$ cat src/rtl/pong_pkg.sv
// Shared definitions for the pong game controller.
//   state_t : 3-bit FSM state encoding, also presented on gameState
//   SCORE_W : width of each player's score
//   TIMER_W : width of the frame delay counter
package pong_pkg;

    localparam int SCORE_W = 4;
    localparam int TIMER_W = 8;

    typedef enum logic [2:0] {
        ST_IDLE      = 3'd0,
        ST_SERVE     = 3'd1,
        ST_PLAY      = 3'd2,
        ST_POINT     = 3'd3,
        ST_GAME_OVER = 3'd4,
        ST_PAUSE     = 3'd5
    } state_t;

endpackage

$ cat src/rtl/frame_timer.sv
// Frame delay counter used by SERVE and POINT.
//   i_clk        : clock (rising edge)
//   i_rst        : synchronous active-high reset, clears the count
//   i_load_value : number of frames to count
//   i_load       : loads i_load_value; a frame tick in the same cycle is dropped
//   i_frame_tick : one-cycle pulse per frame
//   o_expired    : combinational pulse on the tick that completes the count
module frame_timer
    import pong_pkg::*;
(
    input  logic               i_clk,
    input  logic               i_rst,
    input  logic [TIMER_W-1:0] i_load_value,
    input  logic               i_load,
    input  logic               i_frame_tick,
    output logic               o_expired
);

    logic [TIMER_W-1:0] r_count;

    always_ff @(posedge i_clk) begin
        if (i_rst)
            r_count <= '0;
        else if (i_load)
            r_count <= i_load_value;
        else if (i_frame_tick && r_count != '0)
            r_count <= r_count - 1'b1;
    end

    // Fires on the tick that takes the count from 1 to 0, so the FSM moves
    // in the same cycle as the last counted frame.
    assign o_expired = i_frame_tick && !i_load && (r_count == TIMER_W'(1));

endmodule

$ cat src/rtl/pong_game_ctrl.sv
// Pong game controller: Moore FSM sequencing serve, play, point scoring and
// game over, driving paddle/ball reset and enable controls.
// Optional feature: define PONG_PAUSE_EN to allow pausing from PLAY.
//   pixelClock                : sole clock
//   Reset                     : synchronous active-high reset
//   start, pause              : level buttons, edge detected internally
//   frameTick                 : one pulse per frame
//   ballMissLeft/Right        : one-cycle miss pulses from the ball logic
//   paddleReset/paddleEnable  : paddle controls
//   ballReset/ballEnable      : ball controls
//   scoreLeft/scoreRight      : player scores
//   gameState                 : current state encoding
//   winnerLeft/winnerRight    : winning side, valid in GAME_OVER only
module pong_game_ctrl
    import pong_pkg::*;
#(
    parameter int winScore         = 7,
    parameter int serveDelayFrames = 60,
    parameter int pointDelayFrames = 90
) (
    input  logic               pixelClock,
    input  logic               Reset,
    input  logic               start,
    input  logic               pause,
    input  logic               frameTick,
    input  logic               ballMissLeft,
    input  logic               ballMissRight,
    output logic               paddleReset,
    output logic               paddleEnable,
    output logic               ballReset,
    output logic               ballEnable,
    output logic [SCORE_W-1:0] scoreLeft,
    output logic [SCORE_W-1:0] scoreRight,
    output logic [2:0]         gameState,
    output logic               winnerLeft,
    output logic               winnerRight
);

    localparam logic [SCORE_W-1:0] WIN_SCORE = SCORE_W'(winScore);

    state_t             r_state;
    state_t             w_next;
    logic               r_startQ;
    logic               r_pauseQ;
    logic               r_entry;
    logic [SCORE_W-1:0] r_scoreLeft;
    logic [SCORE_W-1:0] r_scoreRight;
    logic               w_startEdge;
    logic               w_pauseEdge;
    logic               w_startGame;
    logic               w_load;
    logic [TIMER_W-1:0] w_loadValue;
    logic               w_expired;

    assign w_startEdge = start && !r_startQ;
    assign w_pauseEdge = pause && !r_pauseQ;
    assign w_startGame = w_startEdge && (r_state == ST_IDLE || r_state == ST_GAME_OVER);

    // Timer is loaded in the first cycle of SERVE/POINT; r_entry marks that
    // cycle, and the load masks any tick arriving in it.
    assign w_load      = r_entry && (r_state == ST_SERVE || r_state == ST_POINT);
    assign w_loadValue = (r_state == ST_SERVE) ? TIMER_W'(serveDelayFrames)
                                               : TIMER_W'(pointDelayFrames);

    frame_timer u_frame_timer (
        .i_clk        (pixelClock),
        .i_rst        (Reset),
        .i_load_value (w_loadValue),
        .i_load       (w_load),
        .i_frame_tick (frameTick),
        .o_expired    (w_expired)
    );

    always_ff @(posedge pixelClock) begin
        if (Reset) begin
            r_state  <= ST_IDLE;
            r_startQ <= 1'b0;
            r_pauseQ <= 1'b0;
            r_entry  <= 1'b0;
        end else begin
            r_state  <= w_next;
            r_startQ <= start;
            r_pauseQ <= pause;
            r_entry  <= (w_next != r_state);
        end
    end

    always_comb begin
        w_next = r_state;
        case (r_state)
            ST_IDLE, ST_GAME_OVER: if (w_startEdge) w_next = ST_SERVE;
            ST_SERVE:              if (w_expired)   w_next = ST_PLAY;
            ST_PLAY: begin
                // A miss wins over a simultaneous pause edge.
                if (ballMissLeft || ballMissRight)
                    w_next = ST_POINT;
`ifdef PONG_PAUSE_EN
                else if (w_pauseEdge)
                    w_next = ST_PAUSE;
`endif
            end
            ST_POINT: begin
                if (w_expired)
                    w_next = (r_scoreLeft == WIN_SCORE || r_scoreRight == WIN_SCORE)
                             ? ST_GAME_OVER : ST_SERVE;
            end
            // Only reachable when pausing is built in.
            ST_PAUSE:              if (w_pauseEdge) w_next = ST_PLAY;
            default:               w_next = ST_IDLE;
        endcase
    end

    // Simultaneous misses award nothing; scores saturate at WIN_SCORE.
    always_ff @(posedge pixelClock) begin
        if (Reset || w_startGame) begin
            r_scoreLeft  <= '0;
            r_scoreRight <= '0;
        end else if (r_state == ST_PLAY && (ballMissLeft ^ ballMissRight)) begin
            if (ballMissLeft && r_scoreRight < WIN_SCORE)
                r_scoreRight <= r_scoreRight + 1'b1;
            if (ballMissRight && r_scoreLeft < WIN_SCORE)
                r_scoreLeft <= r_scoreLeft + 1'b1;
        end
    end

    always_comb begin
        paddleReset  = 1'b0;
        paddleEnable = 1'b0;
        ballReset    = 1'b0;
        ballEnable   = 1'b0;
        winnerLeft   = 1'b0;
        winnerRight  = 1'b0;
        case (r_state)
            ST_IDLE: begin
                paddleReset = 1'b1;
                ballReset   = 1'b1;
            end
            ST_SERVE: begin
                ballReset    = 1'b1;
                paddleEnable = 1'b1;
            end
            ST_PLAY: begin
                ballEnable   = 1'b1;
                paddleEnable = 1'b1;
            end
            ST_POINT: paddleEnable = 1'b1;
            ST_GAME_OVER: begin
                paddleReset = 1'b1;
                ballReset   = 1'b1;
                winnerLeft  = (r_scoreLeft == WIN_SCORE);
                winnerRight = (r_scoreRight == WIN_SCORE);
            end
            default: ;
        endcase
    end

    assign scoreLeft  = r_scoreLeft;
    assign scoreRight = r_scoreRight;
    assign gameState  = r_state;

endmodule

$ cat config.mk
export PLATFORM = sky130hd
export DESIGN_NAME = pong_game_ctrl
export DESIGN_NICKNAME = d
export VERILOG_FILES = /design/src/rtl/pong_pkg.sv /design/src/rtl/frame_timer.sv /design/src/rtl/pong_game_ctrl.sv
export SDC_FILE = /design/constraint.sdc
export NUM_CORES = 1
export LEC_CHECK = 0
export ABC_CLOCK_PERIOD_IN_PS = 2400
export CORE_MARGIN = 10
export CORE_UTILIZATION = 61
export CTS_BUF_LIST = sky130_fd_sc_hd__clkbuf_16
export DETAILED_ROUTE_END_ITERATION = 12
export DONT_BUFFER_PORTS = 1
export MAX_ROUTING_LAYER = met4
export PLACE_DENSITY_LB_ADDON = 0.12
export SETUP_SLACK_MARGIN = 0.2
export SYNTH_ARGS = -nofsm -noshare
export SYNTH_HDL_FRONTEND = slang
export SYNTH_SLANG_ARGS = --single-unit
$ cat constraint.sdc
create_clock -name pixelClock -period 2.4 [get_ports pixelClock]
set_input_delay 0.72 -clock pixelClock [delete_from_list [all_inputs] [get_ports pixelClock]]
set_output_delay 0.72 -clock pixelClock [all_outputs]
set_load 0.02 [all_outputs]
==> impl_metrics.yaml, run 1 <==
clocking:
  tritoncts.num_buffers: 3
  cts_tree: "done"
  clk_transition_reported_paths_ps: 60
  root_buffer: "clkbuf_16"
  cts.sink_count: 22
  cts_buffer_depth: 2
  clock_tree.htree_level_count: 1
  cts.repair_timing.setup_buffer_count: 0
  worstSkewPairLatency_ps: 250
layout:
  final_area_sq_um: 1310
  final_net_count: 148
  instances_no_fill: 159
  final_core_util_pct: 73.5
  ant_diodes: 0
  synthToLayoutAreaGrowth_pct: 11.4
  share_of_post_route_cells_with_drive_strength_above_1_pct: 12.7
critical_path:
  worst_setup_path_start_kind: "register"
  slowest_delay_ps: 490
  worst-endpoint-required_ps: 1680
  setup.worst_path.class: "register to primary output"
  worst-path-max-fanout: 4
  cpMaxStageDelayCell: "dfxtp_1"
  timing.critical_path.to_type: "primary output"
  timing.critical_path.cells: "ha_1 > nand2_1 > nor3_1 > buf_4"
  cp.arrival_ps: 1420
synthesis:
  syn-num-nets: 144
  synthesis.instances: 131
  post-synth-top-area-cell: "dfxtp_1"
  synth.yosys.warnings: 0
  mapped_avg_cell_area_sq_um: 8.99
  synth.ff_latch_count: 22
  netlist.area_leader.share_pct: 37.4
  mappedNetlistArea_sq_um: 1180
  synth_common_cells: "22 x dfxtp_1, 14 x nor2_1, 9 x nor3_1, 8 x a21oi_1, 7 x inv_1"
  yosysMostFrequentCell: "dfxtp_1"
  yosysSeqAreaShare_pct: 37.4
  synth_top_flop_cell: "dfxtp_1"
  async_flop_share_pct: 0
  synth.lib_cells_used.distinct: 42
  synth_enable_flop_cells: 0
  synthTopCellsByArea: "dfxtp_1 37%, ha_1 6.4%, nor2_1 4.5%"
global_routing:
  use_met3_pct: 5.40
  grt_start_max_net_pins: 19
  grt_pass1_vias: 1000
  grt_first_pass_wirelength_mm: 4.48
  grtUsageTotal_pct: 13.6
  grt_use_met2_pct: 22.6
  grt_antenna_before_repair: 0
  grt-ovfl-total: 0
  groute.layer.met1.usage_pct: 14.2
  top_usage_layer: "met2"
die:
  die_area_sq_um: 4090
  die_height_um: 63.9
  start_util_pct: 66.0
  ios: 24
  floorplan.die.width_um: 63.9
  row_cnt: 15
  fp.coreArea_sq_um: 1780
pwr:
  power.density_nw_per_um2: 986
  vdd_drop_max_mv: 0.852
  total_power_mw: 1.29
  power_leakage_nw: 0.510
routing:
  detail_route.wirelength_mm: 2.61
  wl_per_cell_um: 16.4
  avgViaCountPerCell: 6.42
  drt-pass1-iter-count: 4
  ant_nets: 0
  vias: 1020
  detailedRoute.firstIterationViolations: 22
  drc: 0
sta:
  timing.final.crit_share_pct: 89.1
  report.final.setup_viol: 0
  hold_viol_final: 0
  peak_freq_mhz: 468
  worst-slew-pin-transition_ps: 460
  max_slew_margin_pct: 69.4
  report.final.slew_viol_count: 0
  fin_worst_hold_slack_ps: 528
  setup_slack_ps: 263
  clock-skew-final_ps: 1.42
  timing.setup.tns_ps: 0
  period_needed_ps: 2140
  unrepaired_setup_endpoints_after_global_routing: "yes"
min_path:
  min-delay-path-class: "input port to register"
placed_design:
  globalplace.congestion: 0.824
  dpl_cell_area_sq_um: 1230
  place.detailed.instances: 155
  post_dp_hpwl_mm: 1.96
  io_buffer_count: 0
  dp_worst_setup_slack_ps: 305
outcome:
  status: "complete, no violations"
run:
  maxCapViolations: 0
where the power goes:
| part | internal [mW] | switching (mW) |
|---|---|---|
| sequential | 0.436 | 0.0799 |
| combinational | 0.196 | 0.231 |
| clock | 0.222 | 0.127 |
sequential cells by signal, indices dropped and copies added (netlist names):
| register | flops |
|---|---|
| u_frame_timer.r_count | 8 |
| scoreLeft | 4 |
| scoreRight | 4 |
| gameState | 3 |
| r_entry | 1 |
| r_pauseQ | 1 |
| r_startQ | 1 |
metal layers:
layer	up-vias	wire [um]
met2	34	1280
met5	-	0
met1	491	1080
li1	491	-
met3	4	217
met4	0	38
logic make-up (layout without fill, tap and decap cells):
group | Yosys count | in the layout | synth area share, %
and+or+nand+nor | 50 | 50 | 26.0
AOI/OAI and AO/OA | 30 | 30 | 18.8
DFF | 22 | 22 | 37.4
buffers and inverters | 15 | 18 | 5.10
adders and majority gates | 6 | 6 | 6.38
xor gates and xnor gates | 5 | 5 | 3.72
muxes | 3 | 3 | 2.55
area by class of cell:
type	count	area, sq um
inverter	7	26.3
multi-input combinational	94	677
timing repair buffer	7	52.6
fill	138	472
tap	25	31.3
sequential	22	445
clock buffer	3	75.1
clock inverter	1	3.75
path summary, 6_finish.rpt:
check | endpoint | slack (ps) | cells past startpoint | from
max | winnerRight | 260 | 4 | scoreRight[1]$_SDFFE_PP0P_
min | r_startQ$_SDFF_PP0_ | 530 | 1 | Reset
max reg2reg | u_frame_timer.r_count[6]$_SDFFE_PP0P_ | 420 | 6 | u_frame_timer.r_count[0]$_SDFFE_PP0P_
min reg2reg | u_frame_timer.r_count[6]$_SDFFE_PP0P_ | 540 | 2 | u_frame_timer.r_count[6]$_SDFFE_PP0P_
placed cells by master, fill, tap and decap left out, types with 2 or more instances in the layout:
| cell | instances |
|---|---|
| a211o_1 | 2 |
| a211oi_1 | 3 |
| a21oi_1 | 8 |
| a31oi_1 | 2 |
| a41oi_1 | 3 |
| and4b_1 | 2 |
| buf_4 | 7 |
| clkbuf_16 | 3 |
| dfxtp_1 | 18 |
| dfxtp_2 | 4 |
| ha_1 | 6 |
| inv_1 | 7 |
| mux2i_1 | 3 |
| nand2_1 | 4 |
| nand2b_1 | 3 |
| nand3b_1 | 2 |
| nor2_1 | 14 |
| nor2b_1 | 2 |
| nor3_1 | 9 |
| nor4_2 | 2 |
| or4_1 | 2 |
| or4b_1 | 2 |
| xnor2_1 | 5 |
repair_timing:
item,4_1_cts,5_1_grt
gates resized for setup,0,4
hold buffers,0,0
setup endpoints to repair,0,3
critical path: cells and delay by family (launching register included):
kind | cells | cell delay (ps)
and+or+nand+nor | 2 | 270
DFF | 1 | 490
adders and majority gates | 1 | 230
buffers and inverters | 1 | 180
Power figures use the tool's default switching activity.
==> run 2, diff against run 1 <==
Settings changed: ABC_AREA from default to 1, REMOVE_ABC_BUFFERS from default to 1.
==> run 2 against run 1 <==
  * Wire length up 6.0%
  * Fmax hardly changed
  * Synthesized area grew 7.2%
  * Die area grew 4.9%
  * First-iteration DRC count rose to 3.8 times the previous value
  * Hold slack lost 55 ps
  * Power up 13%
  * Critical endpoint is now winnerLeft
==> impl_metrics.yaml, run 2 <==
global_routing:
  grt_pass1_vias: 1066
  grt_antenna_before_repair: 0
  grtUsageTotal_pct: 13.6
  grt-ovfl-total: 0
  grt_start_max_net_pins: 13
  grt_first_pass_wirelength_mm: 4.66
synthesis:
  synth_common_cells: "47 x nand2_1, 32 x inv_1, 22 x dfxtp_1, 21 x a21oi_1, 21 x nor2_1"
  synth.lib_cells_used.distinct: 23
  synth_top_flop_cell: "dfxtp_1"
  synth.ff_latch_count: 22
  mapped_avg_cell_area_sq_um: 6.61
  post-synth-top-area-cell: "dfxtp_1"
  synthesis.instances: 191
  synth.yosys.warnings: 0
  synthTopCellsByArea: "dfxtp_1 35%, nand2_1 14%, inv_1 9.5%"
  yosysMostFrequentCell: "nand2_1"
  netlist.area_leader.share_pct: 34.9
  yosysSeqAreaShare_pct: 34.9
  async_flop_share_pct: 0
  synth_enable_flop_cells: 0
  mappedNetlistArea_sq_um: 1260
critical_path:
  timing.critical_path.to_type: "primary output"
  setup.worst_path.class: "register to primary output"
  r2r_cells: 7
  worst-path-max-fanout: 10
  cp.arrival_ps: 1420
  worst-endpoint-required_ps: 1680
  worst_setup_path_start_kind: "register"
clocking:
  cts_tree: "done"
  tritoncts.num_buffers: 3
  cts.sink_count: 22
  cts_buffer_depth: 2
  clock_tree.htree_level_count: 1
  cts_hold_buf: 0
  root_buffer: "clkbuf_16"
  clk_transition_reported_paths_ps: 60
  worstSkewPairLatency_ps: 260
layout:
  synthToLayoutAreaGrowth_pct: 10.4
  ant_diodes: 0
  share_of_post_route_cells_with_drive_strength_above_1_pct: 8.16
  instances_no_fill: 223
  final_net_count: 210
  commonest_non_fill_non_tap_cells_in_the_layout: "47 x nand2_1, 32 x inv_1, 21 x a21oi_1"
  largest_register_ffs: 8
  final_common_cell: "nand2_1"
  registers.top_by_ff_count: "u_frame_timer.r_count"
die:
  ios: 24
  die_height_um: 65.5
  floorplan.die.width_um: 65.5
  start_util_pct: 64.3
  fp.coreArea_sq_um: 1960
  row_cnt: 16
  die_area_sq_um: 4290
routing:
  avgViaCountPerCell: 5.31
  drc: 0
  detailedRoute.firstIterationViolations: 84
  ant_nets: 0
  vias: 1185
  drt-pass1-iter-count: 4
  detail_route.wirelength_mm: 2.77
  wl_per_cell_um: 12.4
pwr:
  vdd_drop_max_mv: 0.761
  power.net_switching_mw: 0.592
  power.density_nw_per_um2: 1050
  power_leakage_nw: 0.633
  internal_power_mw: 0.867
  clock_power_share_pct: 24.2
  total_power_mw: 1.46
  power.share.switching_pct: 40.6
  seqPwrFrac_pct: 34.3
  power_frac_comb_pct: 41.4
min_path:
  min-delay-path-class: "register to register"
  timing.hold.worst_path_depth: 2
sta:
  timing.setup.tns_ps: 0
  hold_viol_final: 0
  setup_slack_ps: 264
  worst-slew-pin-transition_ps: 599
  period_needed_ps: 2140
  peak_freq_mhz: 468
  unrepaired_setup_endpoints_after_global_routing: "yes"
  fin_worst_hold_slack_ps: 472
  report.final.setup_viol: 0
  timing.final.crit_share_pct: 89.0
  max_slew_margin_pct: 60.0
  report.final.slew_viol_count: 0
  clock-skew-final_ps: 3.27
placed_design:
  globalplace.congestion: 0.886
  io_buffer_count: 0
  dp_worst_setup_slack_ps: 478
  place.detailed.instances: 219
  post_dp_hpwl_mm: 2.12
run:
  maxCapViolations: 0
outcome:
  status: "complete, no violations"
==> run 2: cell types whose count changed in the layout (fill, tap and decap cells not counted), sizes merged, moves of 3 or more <==
cell / delta
inv: +25
nor2: +8
buf: -4
xnor2: -5
xor2: +3
nand2: +45
mux2i: -3
nand3: +15
nor3: -6
a211oi: -3
a21oi: +13
o21ai: +5
nand2b: -3
a41oi: -3
==> run 2: final cells by class <==
cell class | instances | area [sq um]
clock inverter | 1 | 3.75
timing repair buffer | 3 | 22.5
multi-input combinational | 135 | 693
sequential | 22 | 445
fill | 182 | 568
tap | 27 | 33.8
inverter | 32 | 120
clock buffer | 3 | 75.1
==> run 2: timing repair <==
action                     4_1_cts  5_1_grt
gates resized for setup          0        5
buffers inserted                 0        0
setup endpoints to repair        0        3
==> run 2: power groups by stage <==
stage	Combinational [mW]	Sequential, mW	Clock, mW
floorplan	0.487	0.492	0
global placement	0.573	0.504	0
detailed placement	0.584	0.507	0
CTS	0.598	0.499	0.359
global route	0.695	0.510	0.370
finish	0.604	0.501	0.353
==> run 2: final timing paths <==
kind,start,end,slack [ps]
worst min-delay path,u_frame_timer.r_count[7]$_SDFFE_PP0P_,u_frame_timer.r_count[7]$_SDFFE_PP0P_,470
worst max-delay path,gameState[0]$_SDFF_PP0_,winnerLeft,260
worst min register to register,u_frame_timer.r_count[7]$_SDFFE_PP0P_,u_frame_timer.r_count[7]$_SDFFE_PP0P_,470
worst max register to register,gameState[0]$_SDFF_PP0_,u_frame_timer.r_count[1]$_SDFFE_PP0P_,650
==> run 2: critical path: stages (launching register included) <==
cell,delay (ps)
dfxtp_1,700
nor2_1,110
nand2_1,130
nor2_1,60
buf_4,150
==> run 2: metal layers <==
metal  wire (um)  vias to the layer above  track usage, %  part of all wire (%)
met5           0                        -               -                     0
met4          47                        0            5.88                   1.7
met3         212                        5            4.92                   7.7
li1            -                      621               -                     -
met2        1310                       22            21.3                    47
met1        1190                      537            15.1                    43
==> run 2: cell families after synthesis <==
logic type      count (synthesis)  synth area share (%)
simple gates                   93                  32.2
fa+ha+maj                       6                  5.95
flops                          22                  34.9
xor+xnor                        3                  2.08
buf+inv                        34                  10.4
compound gates                 33                  14.5
==> run 2: per-stage QoR <==
step | instance area (sq um) | util [%]
final | 1390 | 71.0
after global routing | 1390 | 71.0
after CTS | 1390 | 70.7
after detailed placement | 1310 | 66.6
after global placement | 1310 | 66.6
after floorplan | 1250 | -
